[config.mk]
export PLATFORM = sky130hd
export DESIGN_NAME = picorv_exec_muldiv
export DESIGN_NICKNAME = d
export VERILOG_FILES = /design/src/rtl/picorv_exec_muldiv.sv
export SDC_FILE = /design/constraint.sdc
export NUM_CORES = 1
export LEC_CHECK = 0
export ABC_CLOCK_PERIOD_IN_PS = 5550
export CAP_MARGIN = 20
export CORE_ASPECT_RATIO = 1.2
export CORE_MARGIN = 8
export CORE_UTILIZATION = 35
export DETAILED_ROUTE_END_ITERATION = 12
export PLACE_DENSITY = 0.62
export SYNTH_ARGS = -nofsm -noshare
export SYNTH_HDL_FRONTEND = slang
export SYNTH_SLANG_ARGS = --single-unit
[constraint.sdc]
create_clock -name clock -period 5.55 [get_ports clock]
set_input_delay 1.3875 -clock clock [delete_from_list [all_inputs] [get_ports clock]]
set_output_delay 1.3875 -clock clock [all_outputs]
set_load 0.01 [all_outputs]
[src/rtl/picorv_exec_muldiv.sv]
// picorv_exec_muldiv: PCPI co-processor executing the RV M-extension (MUL*/DIV*/REM*).
// Latency: result in DONE XLEN/STEP+1 cycles after operand acceptance, 1 cycle for div-by-zero/overflow.
// Backpressure: result held in DONE until pcpi_wb_valid; any new decode_valid aborts the operation.
module picorv_exec_muldiv #(
  parameter int XLEN = 32,
  parameter int ILEN = 32,
  parameter int STEP = 1
) (
  input  logic            clock,
  input  logic            reset,
  input  logic            decode_valid,
  input  logic [ILEN-1:0] decode_insn,
  input  logic [15:0]     decode_prefix,
  input  logic            pcpi_valid,
  input  logic [ILEN-1:0] pcpi_insn,
  input  logic            pcpi_rs1_valid,
  input  logic            pcpi_rs2_valid,
  input  logic [XLEN-1:0] pcpi_rs1_data,
  input  logic [XLEN-1:0] pcpi_rs2_data,
  output logic            pcpi_ready,
  input  logic            pcpi_wb_valid,
  output logic            pcpi_wb_write,
  output logic [XLEN-1:0] pcpi_wb_data,
  output logic            pcpi_busy
);

  localparam int NCYC = XLEN / STEP;
  localparam int CW   = $clog2(NCYC + 1);
  localparam logic [XLEN-1:0] MIN_NEG = {1'b1, {(XLEN-1){1'b0}}};

  typedef enum logic [1:0] {IDLE, RUN, DONE} state_t;

  state_t            state_q;
  logic              pending_q;
  logic [2:0]        f3_q;       // funct3 of the most recently decoded M instruction
  logic [2:0]        op_q;       // funct3 of the operation in flight
  logic              neg_q;      // negate the magnitude result at the end
  logic [CW-1:0]     cnt_q;
  logic [2*XLEN-1:0] acc_q;      // mul: product; div: {remainder, quotient/dividend}
  logic [2*XLEN-1:0] opa_q;      // mul: shifted multiplicand magnitude
  logic [XLEN-1:0]   opb_q;      // mul: shifting multiplier; div: divisor magnitude
  logic [XLEN-1:0]   result_q;

  // Inputs that carry no information for this unit are folded away here.
  logic unused_ok;
  assign unused_ok = &{1'b0, pcpi_insn, decode_insn, decode_prefix};

  logic is_muldiv;
  assign is_muldiv = (decode_insn[6:0] == 7'b0110011) && (decode_insn[31:25] == 7'b0000001) &&
                     ((decode_prefix[4:0] != 5'b11111) || (ILEN == 32));

  // Acceptance-time operand preparation: magnitudes, sign of result, short-circuit cases.
  logic            accept;
  logic            a_signed_d, b_signed_d, a_neg_d, b_neg_d, neg_d;
  logic            div_zero_d, div_ovf_d;
  logic [XLEN-1:0] amag_d, bmag_d, special_res_d;

  assign accept     = (state_q == IDLE) && pending_q && pcpi_valid && pcpi_rs1_valid && pcpi_rs2_valid;
  assign a_signed_d = (f3_q == 3'd1) || (f3_q == 3'd2) || (f3_q == 3'd4) || (f3_q == 3'd6);
  assign b_signed_d = (f3_q == 3'd1) || (f3_q == 3'd4) || (f3_q == 3'd6);
  assign a_neg_d    = a_signed_d && pcpi_rs1_data[XLEN-1];
  assign b_neg_d    = b_signed_d && pcpi_rs2_data[XLEN-1];
  assign amag_d     = a_neg_d ? -pcpi_rs1_data : pcpi_rs1_data;
  assign bmag_d     = b_neg_d ? -pcpi_rs2_data : pcpi_rs2_data;
  // Remainder takes the dividend's sign; quotient and products take the xor of both signs.
  assign neg_d      = (f3_q[2] && f3_q[1]) ? a_neg_d : (a_neg_d ^ b_neg_d);
  assign div_zero_d = f3_q[2] && (pcpi_rs2_data == '0);
  assign div_ovf_d  = f3_q[2] && !f3_q[0] && (pcpi_rs1_data == MIN_NEG) && (pcpi_rs2_data == '1);
  assign special_res_d = div_zero_d ? (f3_q[1] ? pcpi_rs1_data : '1)
                                    : (f3_q[1] ? '0 : pcpi_rs1_data);

  // One RUN cycle: STEP shift-add (multiply) or STEP restoring-subtract (divide) iterations.
  logic [2*XLEN-1:0] acc_step, opa_step;
  logic [XLEN-1:0]   opb_step;
  logic              hi;
  always_comb begin
    acc_step = acc_q;
    opa_step = opa_q;
    opb_step = opb_q;
    hi       = 1'b0;
    for (int k = 0; k < STEP; k++) begin
      if (!op_q[2]) begin
        if (opb_step[0]) acc_step = acc_step + opa_step;
        opa_step = opa_step << 1;
        opb_step = opb_step >> 1;
      end else begin
        // Bit shifted out of the remainder keeps the XLEN+1-bit partial remainder exact.
        hi       = acc_step[2*XLEN-1];
        acc_step = acc_step << 1;
        if ({hi, acc_step[2*XLEN-1:XLEN]} >= {1'b0, opb_q}) begin
          acc_step[2*XLEN-1:XLEN] = acc_step[2*XLEN-1:XLEN] - opb_q;
          acc_step[0]             = 1'b1;
        end
      end
    end
  end

  function automatic logic [XLEN-1:0] finalize(input logic [2*XLEN-1:0] acc,
                                                input logic [2:0] op, input logic neg);
    logic [2*XLEN-1:0] p;
    logic [XLEN-1:0]   q, r, res;
    p = neg ? -acc : acc;
    q = neg ? -acc[XLEN-1:0] : acc[XLEN-1:0];
    r = neg ? -acc[2*XLEN-1:XLEN] : acc[2*XLEN-1:XLEN];
    if (!op[2]) res = (op == 3'd0) ? p[XLEN-1:0] : p[2*XLEN-1:XLEN];
    else        res = op[1] ? r : q;
    return res;
  endfunction

  // Control FSM, decode tracking and datapath registers; reset wins over everything.
  always_ff @(posedge clock) begin
    if (reset) begin
      state_q   <= IDLE;
      pending_q <= 1'b0;
      f3_q      <= 3'd0;
      op_q      <= 3'd0;
      neg_q     <= 1'b0;
      cnt_q     <= '0;
      acc_q     <= '0;
      opa_q     <= '0;
      opb_q     <= '0;
      result_q  <= '0;
    end else begin
      case (state_q)
        IDLE: begin
          if (accept) begin
            op_q  <= f3_q;
            neg_q <= neg_d;
            if (div_zero_d || div_ovf_d) begin
              state_q  <= DONE;
              result_q <= special_res_d;
            end else begin
              state_q <= RUN;
              cnt_q   <= CW'(NCYC);
              acc_q   <= f3_q[2] ? {{XLEN{1'b0}}, amag_d} : '0;
              opa_q   <= {{XLEN{1'b0}}, amag_d};
              opb_q   <= bmag_d;
            end
          end
        end
        RUN: begin
          acc_q <= acc_step;
          opa_q <= opa_step;
          opb_q <= opb_step;
          cnt_q <= cnt_q - CW'(1);
          if (cnt_q == CW'(1)) begin
            state_q  <= DONE;
            result_q <= finalize(acc_step, op_q, neg_q);
          end
        end
        DONE: begin
          if (pcpi_ready) begin
            state_q   <= IDLE;
            pending_q <= 1'b0;
          end
        end
        default: state_q <= IDLE;
      endcase
      // A new decode aborts any operation in flight and re-evaluates pending.
      if (decode_valid) begin
        if (state_q != IDLE) state_q <= IDLE;
        pending_q <= is_muldiv;
        if (is_muldiv) f3_q <= decode_insn[14:12];
      end
    end
  end

  assign pcpi_busy     = (state_q != IDLE);
  assign pcpi_wb_write = (state_q == DONE);
  assign pcpi_wb_data  = (state_q == DONE) ? result_q : '0;
  assign pcpi_ready    = (state_q == DONE) && pcpi_wb_valid;

endmodule

## Word level (Yosys, flattened, before mapping)

Cells that the tools add are included.

| word-level totals | value |
|---|---|
| register bits | 208 |
| bits in latches | 0 |
| bits in writable memories | 0 |
| ROM bits | 0 |
| bits of input ports | 151 |
| memories | 0 |

| cells by class | value |
|---|---|
| add/subtract/negate cells | 8 |
| $mul | 0 |
| div/mod/pow operators | 0 |
| order comparisons | 1 |
| equal/unequal tests | 16 |
| shift operators | 0 |
| mux-type cells | 46 |
| bitwise gates (word level) | 1 |
| reductions and logical operators | 33 |

Operators with widths:

| kind | number |
|---|---|
| $mux W32 | 19 |
| $mux W64 | 8 |
| $pmux W64 S2 | 2 |
| $neg A32 Y32 | 4 |
| $pmux W32 S2 | 2 |
| $add A64 B64 Y64 | 1 |
| $eq A32 B32 Y1 const B | 2 |
| $neg A64 Y64 | 1 |
| $ge A33 B32 Y1 | 1 |
| $logic_not A32 Y1 | 1 |
| $sub A32 B32 Y32 | 1 |
| $logic_and A1 B1 Y1 | 13 |
| $mux W2 | 6 |
| $mux W6 | 2 |
| $pmux W6 S2 | 1 |
| $ne A2 B2 Y1 const B | 4 |
| $reduce_and A4 Y1 | 2 |
| $reduce_bool A2 Y1 | 4 |
| $eq A7 B1 Y1 const B | 1 |
| $eq A7 B6 Y1 const B | 1 |
| $eq A3 B3 Y1 const B | 2 |
| $eq A6 B1 Y1 const B | 1 |
| $logic_or A1 B1 Y1 | 6 |
| $pmux W2 S3 | 1 |
| 13 further kinds | 19 |

## Logic depth before layout (Yosys ltp)

| depth | value |
|---|---|
| word-level depth | 10 |
| mapped depth | 22 |
| mapped depth without buffers | 20 |

## Least setup slack after synthesis

Ideal clock, no wire load.

| path | value |
|---|---|
| path type | register -> register |
| start | register opb_q[20] |
| end | register result_q[12] |
| library setup time | 135 ps |
| arrival time | 4,799 ps |
| required time | 5,415 ps |
| path slack | 615 ps |
| cell stages (with the launch flop) | 22 |
| clock period less this slack | 4,935 ps |
| cells stage by stage | dfxtp_1 -> inv_1 -> ha_1 -> buf_6 -> a21oi_4 -> o211ai_1 -> a41o_1 -> a22oi_2 -> nand2_2 -> buf_6 -> buf_2 -> a21oi_1 -> ha_1 -> and2_1 -> nand2_1 -> nor4_1 -> nand3_1 -> or2_1 -> or3_1 -> nor3b_1 -> o311ai_1 -> a211oi_1 |

| between the ends | value |
|---|---|
| cells in the longest elaborated chain, start to end | 9 |
| elaborated cells on any way between the ends | 15 |
| those cells by class | add/sub (3); order compare (1); mux (11) |

Ends and longest elaborated chain:

| element | line | source |
|---|---|---|
| from (decl) | 41 | `logic [XLEN-1:0] opb_q;` |
| from (signal assigned) | 137 | `opb_q <= bmag_d;` |
| from (signal assigned) | 144 | `opb_q <= opb_step;` |
| $ge A33 B32 Y1 (*) | 90 | `if ({hi, acc_step[2*XLEN-1:XLEN]} >= {1'b0, opb_q}) begin` |
| $mux W1 / $mux W32 (equally long branches) | 90 |  |
| $mux W64 (*) | 82 | `if (!op_q[2]) begin` |
| $neg A64 Y64 (tied with other cells) | 102 | `p = neg ? -acc : acc;` |
| $mux W64 (tied with other cells) | 102 |  |
| $mux W32, on equally long branches | 105, 106 |  |
| $mux W32 (*) | 105 | `if (!op[2]) res = (op == 3'd0) ? p[XLEN-1:0] : p[2*XLEN-1:XLEN];` |
| $mux W32 (*) | 146 | `if (cnt_q == CW'(1)) begin` |
| $pmux W32 S2 (*) | 124 | `case (state_q)` |
| to (signal assigned) | 131 | `result_q <= special_res_d;` |
| to (signal assigned) | 148 | `result_q <= finalize(acc_step, op_q, neg_q);` |
| to (decl) | 42 | `logic [XLEN-1:0] result_q;` |

Every way passes the cells marked *; elsewhere a longest branch is shown, timed or not. The select of a mux whose other input is x is not followed.
A chain may end at the register's enable or synchronous reset.

## Final worst setup path

| path | value |
|---|---|
| start | register opa_q[0] |
| end | register result_q[28] |

| between the ends | value |
|---|---|
| cells in the longest elaborated chain, start to end | 9 |
| elaborated cells on any way between the ends | 14 |
| those cells by class | add/sub (4); mux (10) |

Ends and longest elaborated chain:

| element | line | source |
|---|---|---|
| from (decl) | 40 | `logic [2*XLEN-1:0] opa_q;` |
| from (signal assigned) | 136 | `opa_q <= {{XLEN{1'b0}}, amag_d};` |
| from (signal assigned) | 143 | `opa_q <= opa_step;` |
| $add A64 B64 Y64 (*) | 83 | `if (opb_step[0]) acc_step = acc_step + opa_step;` |
| $mux W64 (*) | 83 |  |
| $mux W64 (*) | 82 |  |
| $neg A64 Y64 (tied with other cells) | 102 |  |
| $mux W64 (tied with other cells) | 102 |  |
| $mux W32, on equally long branches | 105, 106 |  |
| $mux W32 (*) | 105 |  |
| $mux W32 (*) | 146 |  |
| $pmux W32 S2 (*) | 124 |  |

Marks and branches as above.

==> impl_table.tex <==
\begin{tabular}{lr}
\hline
Metric & Value \\
\hline
\multicolumn{2}{l}{\textbf{Critical path}} \\
Ordered cell list for the critical path & ha\_1 > inv\_1 > fa\_1 > nand2b\_1 > a211oi\_4 > buf\_4 > o21ai\_1 > a31o\_1 > a211oi\_2 > nor3\_1 > mux2i\_1 > buf\_4 > o211ai\_1 > or4\_4 > or4b\_1 > o21ai\_1 > xnor2\_1 > nand2\_1 > a221oi\_1 \\
Delay of the slowest cell on the worst path & 600 ps \\
R2r worst-path depth & 19 \\
Cell at the slowest stage of the critical path & or4b\_1 \\
Element type at the critical path start & flop \\
Stages on the worst setup path & 19 \\
Kind of cell with the highest combined delay on the critical path & compound AO/OA/AOI/OAI gates \\
Type of the worst setup path & flop to flop \\
Worst EP required & 6020 ps \\
Crit path DAT & 5830 ps \\
Critical path peak fanout & 5 \\
Buf/Inv on CP & 3 \\
Crit path capture type & flop \\
\multicolumn{2}{l}{\textbf{Global route}} \\
Vias in the first global route & 23300 \\
Maximum number of pins on one net before global-route repair & 112 \\
Initial antenna violation count & 0 \\
Global-route wire length before repair & 143000 µm \\
All-Layer GR Usage & 0.257 \\
Final global-route overflow total & 0 \\
\multicolumn{2}{l}{\textbf{Floorplanning}} \\
Core area & 61800 µm² \\
Die outline area & 70400 µm² \\
Starting density of the core & 0.352 \\
Top-level I/O count & 186 \\
Horizontal die dimension & 244 µm \\
Height of the chip & 289 µm \\
Number of cell rows & 100 \\
\multicolumn{2}{l}{\textbf{Timing}} \\
Clock period minus final worst setup slack & 5360 ps \\
Maximum frequency from static timing analysis & 187 MHz \\
\# setup viols final & 0 \\
Number of slew-limit violations in the final report & 0 \\
Sum of negative setup slack & 0 ps \\
RSZ-0062 raised after global routing & no \\
Worst setup skew after layout & 13.2 ps \\
Slew @ Worst Pin & 1210 ps \\
Post-route fraction of the period consumed by the critical path & 0.966 \\
Normalized max-slew margin & 0.188 \\
Final Hold Fails & 0 \\
\multicolumn{2}{l}{\textbf{CTS}} \\
Clock latency reported for the late side of the worst-skew pair & 570 ps \\
Maximum clock insertion buffer count & 3 \\
Master cell of the clock root buffer & clkbuf\_16 \\
Num CTS Buffers & 26 \\
TritonCTS clock tree & done \\
Number of clock sinks seen by CTS & 208 \\
Cts-stage hold buffer count & 0 \\
CTS H-Tree Depth & 1 \\
Post-CTS clock slew at the launch and capture registers of the worst setup and hold paths & 60 ps \\
\multicolumn{2}{l}{\textbf{Hold path}} \\
Count of cells along the worst hold path & 2 \\
Path class of the lowest-slack min-delay path & flop to flop \\
\multicolumn{2}{l}{\textbf{Logic synthesis}} \\
Share of the synthesized area in the top cell type & 0.191 \\
Post-synthesis sequential area ratio & 0.191 \\
Synth warn & 0 \\
Largest area contributor in the netlist & dfxtp\_1 \\
Number of cells produced by synthesis & 3124 \\
EDFF count, synth & 0 \\
Count of different cell masters after synthesis & 119 \\
Synthesized netlist net count & 3379 \\
Top flip-flop cell by instance count after synthesis & dfxtp\_1 \\
Fraction of registers with async set or reset after synthesis & 0 \\
Avg Inst Size Synth & 6.97 µm² \\
Cell Area, Synth & 21800 µm² \\
Count of state elements after synthesis & 208 \\
Area contributors post-synth & dfxtp\_1 (19\%), a21oi\_1 (8.0\%), nand2\_1 (6.6\%) \\
\multicolumn{2}{l}{\textbf{Final layout}} \\
Most frequent cells in the layout & nand2\_1 (381), a21oi\_1 (343), nor2\_1 (301), dfxtp\_1 (203), o21ai\_0 (176) \\
Final-layout fill cell count & 6607 \\
NumNets Final & 3464 \\
Antenna Cells & 0 \\
Layout cell share with drive strength beyond 1 & 0.101 \\
Most common cell after layout, fill and taps aside & nand2\_1 \\
Syn-to-layout area delta & 16.6\% \\
Final instance count without filler cells & 4044 \\
\multicolumn{2}{l}{\textbf{Route}} \\
Count of TritonRoute iterations in the first routing pass & 6 \\
Antenna-violating nets left & 0 \\
DRC errors left & 0 \\
Wirelength per Cell & 23.6 µm \\
Detailed-route via count & 24900 \\
Post-detailed-routing wire length & 95400 µm \\
Number of DRC violations after detailed-routing iteration 0 & 2602 \\
Average vias per placed instance & 6.16 \\
\multicolumn{2}{l}{\textbf{Power}} \\
Largest voltage drop on the vdd net & 0.191 mV \\
Total power per unit cell area & 136 nW/µm² \\
Leak pwr & 0.00964 µW \\
\multicolumn{2}{l}{\textbf{Run}} \\
Count of max-cap constraint violations & 0 \\
\multicolumn{2}{l}{\textbf{Place}} \\
Number of input and output port buffers inserted & 122 \\
Detail Placement HPWL & 74600 µm \\
Number of instances in the placed design & 3995 \\
Placer Congestion & 0.998 \\
\multicolumn{2}{l}{\textbf{Run status}} \\
Outcome & completed \\
\hline
\end{tabular}
==> state kept, by name (all words and copies together), names as in the netlist <==
register,cells
cnt_q,6
state_q,2
neg_q,1
pending_q,1
acc_q,64
result_q,32
opb_q,32
f3_q,3
opa_q,64
op_q,3
==> what timing repair did <==
item,in CTS,in global routing
setup buffers,0,0
gates resized for setup,0,12
setup endpoints to repair,0,15
==> area by class of cell <==
cell class | instances | area (µm²) | area share
Sequential cell | 208 | 4170 | 0.164
Inverter | 82 | 308 | 0.0121
Clock buffer | 36 | 739 | 0.0291
Timing Repair Buffer | 297 | 2630 | 0.104
Clock inverter | 11 | 116 | 0.00459
Multi-Input combinational cell | 2594 | 16400 | 0.646
Tap cell | 816 | 1020 | 0.0402
==> routing by layer <==
metal,vias up,part of all wire,global-route usage,routed length [µm]
li1,11700,-,-,-
met1,11800,0.40,0.308,37800
met2,1098,0.46,0.427,43900
met3,293,0.065,0.0328,6160
met4,0,0.080,0.176,7600
met5,-,0,0,0
==> cells by family after synthesis <==
group	after synthesis	share of synthesized area
AND/OR/NAND/NOR	1197	0.267
XOR/XNOR	164	0.0660
multiplexers	49	0.0231
flip-flops	208	0.191
buffers and inverters	322	0.0610
adder cells (fa/ha/maj)	127	0.0711
AO/OA/AOI/OAI	1057	0.321
==> report_power, final <==
part / total [µW] / switching, µW / leakage (µW) / internal [µW]
combinational: 201 / 112 / 0.00755 / 89.3
clock: 1760 / 740 / 0.000414 / 1020
sequential: 1490 / 0.00790 / 0.00168 / 1490
==> final timing paths <==
path,start,end,slack [ps]
worst min-delay path,result_q[0],result_q[0],440
worst max register to register,opa_q[0],result_q[28],190
worst max-delay path,opa_q[0],result_q[28],190
worst min register to register,result_q[0],result_q[0],440
==> stage by stage <==
stage | worst slack, ps | cell area [µm²] | util | power [µW] | hold slack [ps]
after CTS | 101 | 25300 | 0.409 | 3480 | 449
after global routing | 20.4 | 25400 | 0.410 | 3540 | 466
after detailed placement | 125 | 24400 | 0.395 | 1720 | 441
after floorplan | 615 | 21800 | - | 1600 | 415
after global placement | 118 | 24400 | 0.395 | 1720 | 430
final | 191 | 25400 | 0.410 | 3450 | 444
==> tightest hold or removal path: cells and delay by family (launching register included) <==
kind / cells / cell delay [ps]
flops: 1 / 310
simple gates: 2 / 90
==> synth_stat cells, drive strengths merged (8+ instances only) <==
cell / number
or3: 48
a22o: 8
o22ai: 14
buf: 89
a21boi: 8
dfxtp: 208
nor2: 307
a21o: 46
inv: 80
nand4: 65
and2: 46
xnor2: 103
a31oi: 29
o21ai: 213
a211oi: 40
a22oi: 38
ha: 102
or4: 10
and3: 15
mux2i: 40
nand3: 90
nor2b: 12
o211ai: 84
clkbuf: 151
nand2: 383
a21oi: 358
o21a: 15
o21bai: 11
a311oi: 15
and4: 12
a211o: 10
a221o: 10
mux2: 9
maj3: 23
xor2: 61
o31ai: 23
nor3: 99
nor4: 34
or2: 11
nand3b: 11
a221oi: 32
nand2b: 27
o221ai: 30
Power figures use the tool's default switching activity.
